### src/rtl/seq_split_multiplier_if.sv
// Valid/ready handshake bundle for seq_split_multiplier: operand/mode request
// channel plus product response channel.
interface seq_split_multiplier_if #(
  parameter int WIDTH = 8
);
  logic               in_valid;
  logic               in_ready;
  logic [WIDTH-1:0]   a;
  logic [WIDTH-1:0]   b;
  logic               approx;
  logic               out_valid;
  logic               out_ready;
  logic [2*WIDTH-1:0] p;
  logic               p_approx;

  modport master (
    output in_valid, a, b, approx, out_ready,
    input  in_ready, out_valid, p, p_approx
  );

  modport slave (
    input  in_valid, a, b, approx, out_ready,
    output in_ready, out_valid, p, p_approx
  );
endinterface

### src/rtl/seq_split_multiplier.sv
// Iterative split-operand unsigned multiplier: HH, HL, LH, LL partial products
// on one shared sub-multiplier, with an approximate mode that drops LL.
module seq_split_multiplier #(
  parameter int WIDTH = 8,
  parameter int SPLIT = 2,
  parameter int TRUNC = 1
) (
  input  logic                 clk,
  input  logic                 rst,
  seq_split_multiplier_if.slave bus,
  output logic                 busy
);
  localparam int HW = WIDTH - SPLIT;

  typedef enum logic [2:0] {IDLE, HH, HL, LH, LL, DONE} state_t;

  state_t             state;
  logic [WIDTH-1:0]   a_r;
  logic [WIDTH-1:0]   b_r;
  logic               approx_r;
  logic [2*WIDTH-1:0] acc;

  logic [HW-1:0]      ah, bh, al_x, bl_x;
  logic [HW-1:0]      mx, my;
  logic [2*HW-1:0]    prod;
  logic [2*HW-1:0]    tmask;
  logic [2*HW-1:0]    tprod;
  logic [2*WIDTH-1:0] term;
  logic [2*WIDTH-1:0] sum;

  assign ah   = a_r[WIDTH-1:SPLIT];
  assign bh   = b_r[WIDTH-1:SPLIT];
  assign al_x = HW'(a_r[SPLIT-1:0]);
  assign bl_x = HW'(b_r[SPLIT-1:0]);

  always_comb begin
    mx = ah;
    my = bh;
    case (state)
      HL:      my = bl_x;
      LH:      mx = al_x;
      LL: begin
        mx = al_x;
        my = bl_x;
      end
      default: ;
    endcase
  end

  assign prod = (2*HW)'(mx) * (2*HW)'(my);

  always_comb begin
    tmask = '1;
    for (int unsigned i = 0; i < 2*HW; i++)
      tmask[i] = (i >= TRUNC);
  end

  // Truncation only ever applies to the cross terms
  assign tprod = (approx_r && (state == HL || state == LH)) ? (prod & tmask) : prod;

  always_comb begin
    term = (2*WIDTH)'(tprod);
    case (state)
      HH:      term = (2*WIDTH)'(tprod) << (2*SPLIT);
      HL, LH:  term = (2*WIDTH)'(tprod) << SPLIT;
      default: ;
    endcase
  end

  assign sum = acc + term;

  always_ff @(posedge clk or posedge rst) begin
    if (rst) begin
      state         <= IDLE;
      a_r           <= '0;
      b_r           <= '0;
      approx_r      <= 1'b0;
      acc           <= '0;
      bus.in_ready  <= 1'b1;
      bus.out_valid <= 1'b0;
      bus.p         <= '0;
      bus.p_approx  <= 1'b0;
      busy          <= 1'b0;
    end else begin
      case (state)
        IDLE: begin
          if (bus.in_valid) begin
            a_r          <= bus.a;
            b_r          <= bus.b;
            approx_r     <= bus.approx;
            acc          <= '0;
            bus.in_ready <= 1'b0;
            busy         <= 1'b1;
            state        <= HH;
          end
        end
        HH: begin
          acc   <= sum;
          state <= HL;
        end
        HL: begin
          acc   <= sum;
          state <= LH;
        end
        LH: begin
          acc <= sum;
          if (approx_r) begin
            bus.p         <= sum;
            bus.p_approx  <= 1'b1;
            bus.out_valid <= 1'b1;
            state         <= DONE;
          end else begin
            state <= LL;
          end
        end
        LL: begin
          acc           <= sum;
          bus.p         <= sum;
          bus.p_approx  <= approx_r;
          bus.out_valid <= 1'b1;
          state         <= DONE;
        end
        DONE: begin
          if (bus.out_ready) begin
            bus.out_valid <= 1'b0;
            bus.in_ready  <= 1'b1;
            busy          <= 1'b0;
            state         <= IDLE;
          end
        end
        default: state <= IDLE;
      endcase
    end
  end
endmodule
### src/flat_wrapper.sv
// flat-port wrapper written by rule: the top's interface ports become plain ports
module seq_split_multiplier_flat 
#(
  parameter int WIDTH = 8,
  parameter int SPLIT = 2,
  parameter int TRUNC = 1
)
  (clk, rst, busy, bus_in_valid, bus_a, bus_b, bus_approx, bus_out_ready, bus_in_ready, bus_out_valid, bus_p, bus_p_approx);
  seq_split_multiplier_if #(.WIDTH(WIDTH)) bus_i ();
  input  logic clk;
  input  logic rst;
  output logic busy;
  input wire logic [$bits(bus_i.in_valid)-1:0] bus_in_valid;
  input wire logic [$bits(bus_i.a)-1:0] bus_a;
  input wire logic [$bits(bus_i.b)-1:0] bus_b;
  input wire logic [$bits(bus_i.approx)-1:0] bus_approx;
  input wire logic [$bits(bus_i.out_ready)-1:0] bus_out_ready;
  output wire logic [$bits(bus_i.in_ready)-1:0] bus_in_ready;
  output wire logic [$bits(bus_i.out_valid)-1:0] bus_out_valid;
  output wire logic [$bits(bus_i.p)-1:0] bus_p;
  output wire logic [$bits(bus_i.p_approx)-1:0] bus_p_approx;
  assign bus_i.in_valid = bus_in_valid;
  assign bus_i.a = bus_a;
  assign bus_i.b = bus_b;
  assign bus_i.approx = bus_approx;
  assign bus_i.out_ready = bus_out_ready;
  assign bus_in_ready = bus_i.in_ready;
  assign bus_out_valid = bus_i.out_valid;
  assign bus_p = bus_i.p;
  assign bus_p_approx = bus_i.p_approx;
  seq_split_multiplier #(.WIDTH(WIDTH), .SPLIT(SPLIT), .TRUNC(TRUNC)) u_core (.clk(clk), .rst(rst), .bus(bus_i), .busy(busy));
endmodule
### config.mk
export PLATFORM = sky130hd
export DESIGN_NAME = seq_split_multiplier_flat
export DESIGN_NICKNAME = d
export VERILOG_FILES = /design/src/rtl/seq_split_multiplier_if.sv /design/src/rtl/seq_split_multiplier.sv /design/src/flat_wrapper.sv
export SDC_FILE = /design/constraint.sdc
export NUM_CORES = 1
export LEC_CHECK = 0
export BUFFER_PORTS_ARGS = -buffer_cell sky130_fd_sc_hd__buf_2
export CORE_ASPECT_RATIO = 1.4
export CORE_UTILIZATION = 38
export DETAILED_ROUTE_END_ITERATION = 10
export PLACE_DENSITY = 0.6
export REMOVE_ABC_BUFFERS = 1
export SKIP_CTS_REPAIR_TIMING = 1
export SYNTH_ARGS = -nofsm -noshare
export SYNTH_HDL_FRONTEND = slang
export SYNTH_SLANG_ARGS = --single-unit
### constraint.sdc
create_clock -name clk -period 6.25 [get_ports clk]
set_clock_uncertainty 0.05 [all_clocks]
set_input_delay 0.625 -clock clk [delete_from_list [all_inputs] [get_ports clk]]
set_output_delay 0.625 -clock clk [all_outputs]
set_load 0.02 [all_outputs]
==> out/results.tsv <==
stage	metric	value	unit
critical_path	CP max stage delay	0.54	ns
logic_synthesis	#FFs+latches synth	56	
route	# DRC	0	
logic_synthesis	simple-gate portion of the synthesized area	14.5	%
critical_path	reg2reg end	u_core.bus.p[14]	
critical_path	Setup CP Type	register to register	
route	drt wl/cell	15.4	um
placed_design	DP Worst Slack	-0.0515	ns
clocking	CTS buffer count	5	
logic_synthesis	Syn. warnings	0	
logic_synthesis	adder-cell share of the synthesized area	18.2	%
timing	Final Max Slew Viols	0	
placed_design	I/O Buffers	40	
logic_synthesis	Syn Inst Count	463	
floorplanning	Initial Utilization	38.8	%
min_path	min-delay worst type	register to register	
critical_path	crit path launch	u_core.state[1]	
logic_synthesis	post-synthesis sequential area ratio	32.0	%
timing	Slew @ Worst Pin	1.29	ns
timing	Max-slew headroom	13.6	%
clocking	maximum root-to-sink buffer count	2	
finish	diodes inserted	0	
grt	initial antenna violation count	0	
clocking	Clk Latency, worst-skew pair	0.30	ns
finish	non-filler cells, final	692	
route	DR vias	3662	
timing	Setup-failing EPs final	0	
logic_synthesis	mapped cell area	4380	um2
logic_synthesis	Post-synth top flop	dfrtp_1	
floorplanning	core area	11300	um2
timing	Period minus WS final	5.94	ns
floorplanning	Die Span X	92.7	um
critical_path	Worst R2R Setup Slack	0.31	ns
critical_path	required time worst endpoint	6.38	ns
critical_path	crit path DAT	6.07	ns
placed_design	Placer Congestion	0.862	
floorplanning	die area	12000	um2
critical_path	Slowest-stage cell, CP	fa_1	
floorplanning	site row count	46	
timing	Fin. Hold Viols	0	
route	final WL	10600	um
critical_path	crit-path max FO	8	
logic_synthesis	syn_area_per_cell	9.46	um2
logic_synthesis	EDFF count, synth	0	
critical_path	Critical Path End Type	register	
logic_synthesis	Unique masters post-synth	53	
finish	Layout Nets	621	
placed_design	DP Cell Count	675	
grt	vias in the first global route	3632	
logic_synthesis	share of synthesized flip-flops with an asynchronous set or reset	100	%
critical_path	crit path launch type	register	
grt	largest net degree at the start of global routing	57	
placed_design	Cell Area, Placed	5040	um2
finish	share of cells above drive strength 1	31.8	%
critical_path	most frequent CP cell	fa_1	
timing	worst hold margin	0.456	ns
grt	grt total ovfl	0	
timing	fmax	168	MHz
finish	Area Growth Syn to Fin	24.9	%
grt	first-pass GRT wire length	17300	um
timing	Tcrit/Tclk final	95.1	%
floorplanning	Die Y-Extent	129	um
critical_path	r2r worst-path depth	25	
critical_path	crit path capture	u_core.bus.p[14]	
clocking	Clock transition at path regs	0.07	ns
clocking	clock sink count	56	
logic_synthesis	Synth Area in Compound Gates	16.9	%
clocking	CTS tree	done	
placed_design	post-DP HPWL	8170	um
outcome	status	finished, final reports clean	
clocking	clk root buf	clkbuf_16	
floorplanning	IO Count	41	
logic_synthesis	proportion of synthesized area in mux cells	8.51	%
route	DRT antenna net count	0	
flow_run	max-cap violations	0	
grt	GRT Util Overall	18.1	%
route	DRT Pass-1 Iters	4	
critical_path	R2R Path Start	u_core.state[1]	
route	drt via density	5.29	
logic_synthesis	xor and xnor area share after synthesis	5.17	%
timing	final worst slack	0.308	ns
clocking	H-tree depth	2	
route	DRT iter0 DRCs	151	
finish	post-route cell area	5470	um2
logic_synthesis	largest family of logic cells by synthesized area	adder cells	
==> layer usage <==
metal	global-route usage [%]	wire length [um]	up-vias
li1	-	-	1798
met1	21.9	4510	1789
met2	32.8	5650	59
met3	2.58	276	16
met4	6.43	194	0
met5	0	0	-
==> critical path: cells and delay by family, from the launching register on <==
| family | cells | cell delay (ns) |
|---|---|---|
| adders and majority gates | 5 | 2.14 |
| buffers and inverters | 4 | 0.59 |
| AOI/OAI and AO/OA | 9 | 1.60 |
| and+or+nand+nor | 4 | 0.46 |
| muxes | 1 | 0.27 |
| DFF | 1 | 0.40 |
| xor gates and xnor gates | 2 | 0.32 |
==> flip-flops by register name, indices dropped and copies added, names as in the netlist <==
name and cells:
u_core.busy 1, u_core.bus.out_valid 1, u_core.bus.p 16, u_core.bus.p_approx 1, u_core.a_r 8, u_core.bus.in_ready 1
u_core.acc 16, u_core.approx_r 1, u_core.b_r 8, u_core.state 3
==> metrics by stage <==
step                      utilization [%]  setup TNS, ns
after detailed placement             44.6        -0.0902
final                                48.5              0
after CTS                            46.1         -0.270
after floorplan                         -         -0.877
after global routing                 48.5        -0.0168
after global placement               44.6       -0.00565
==> placed cells by master (no fill, tap or decap), types with 3 or more instances in the layout <==
cell type,instances
nand2_1,30
o22ai_1,3
a211oi_2,5
a21oi_1,25
inv_1,33
nand2_2,3
nand3_1,11
mux2_2,25
a22oi_1,3
a21oi_2,6
nor3_1,6
o21ai_1,8
ha_4,3
xnor2_1,14
xor2_1,7
buf_2,41
fa_1,17
o211ai_1,3
clkbuf_16,5
o21ai_0,16
nand4_1,3
nor2_2,3
a21o_1,6
inv_2,3
o31ai_1,3
nor2_1,34
mux2_1,5
and2_1,15
nor2b_1,5
a221oi_2,3
dfrtp_1,53
buf_4,51
and3_1,10
a22o_1,15
ha_1,31
==> synth_stat cells, types with 2 or more instances <==
cell | count | share of area (%)
or3_1 | 3 | 0.43
o22ai_1 | 3 | 0.43
nor2b_1 | 5 | 0.71
o31ai_1 | 3 | 0.51
nand2_1 | 33 | 2.8
a2bb2oi_1 | 2 | 0.40
a22o_1 | 15 | 3.0
a21oi_1 | 32 | 3.7
fa_1 | 18 | 8.2
and3_1 | 10 | 1.4
clkbuf_1 | 12 | 1.0
ha_1 | 35 | 10
and2_1 | 15 | 2.1
xnor2_1 | 16 | 3.2
inv_1 | 34 | 2.9
mux2i_1 | 2 | 0.46
a21o_1 | 6 | 1.0
nand4b_1 | 2 | 0.40
o21ai_0 | 20 | 2.3
buf_2 | 5 | 0.57
o221ai_1 | 2 | 0.40
a211oi_1 | 4 | 0.69
o21ai_1 | 5 | 0.57
nor2_1 | 38 | 3.3
o211ai_1 | 3 | 0.51
a22oi_1 | 3 | 0.51
inv_2 | 2 | 0.17
nand4_1 | 3 | 0.43
nand2b_1 | 2 | 0.29
nand3_1 | 11 | 1.3
mux2_1 | 5 | 1.3
mux2_2 | 25 | 6.4
nor3_1 | 6 | 0.69
xor2_1 | 8 | 1.6
dfrtp_1 | 55 | 31
a221oi_1 | 3 | 0.60
==> layout make-up <==
class                      instances  area [um2]
fill                            1068        5810
multi-input combinational        354        2980
sequential                        56        1410
timing repair buffer              94         611
tap                              144         180
inverter                          36         135
clock buffer                       7         133
clock inverter                     1        30.0
==> cell families (layout without fill, tap and decap cells) <==
logic type	Yosys count	after routing
AND/OR/NAND/NOR	132	132
AO/OA/AOI/OAI	111	111
flip-flops	56	56
adder cells (fa/ha/maj)	53	53
buffers and inverters	53	138
multiplexers	33	33
XOR/XNOR	25	25
==> how the worst min path moves through the flow <==
stage                startpoint               end  slack [ns]  depth (start not counted)
2_1_floorplan     u_core.acc[0]     u_core.acc[0]        0.42                          1
3_3_place_gp    u_core.bus.p[5]   u_core.bus.p[5]        0.44                          1
3_5_place_dp   u_core.bus.p[10]  u_core.bus.p[10]        0.44                          1
4_1_cts        u_core.bus.p[10]  u_core.bus.p[10]        0.46                          1
5_1_grt         u_core.bus.p[9]   u_core.bus.p[9]        0.47                          1
6_report        u_core.bus.p[7]   u_core.bus.p[7]        0.46                          1
Power is left out: the tool's default activity adds up to more than one toggle a clock period on the data nets, which glitch-free logic cannot reach.
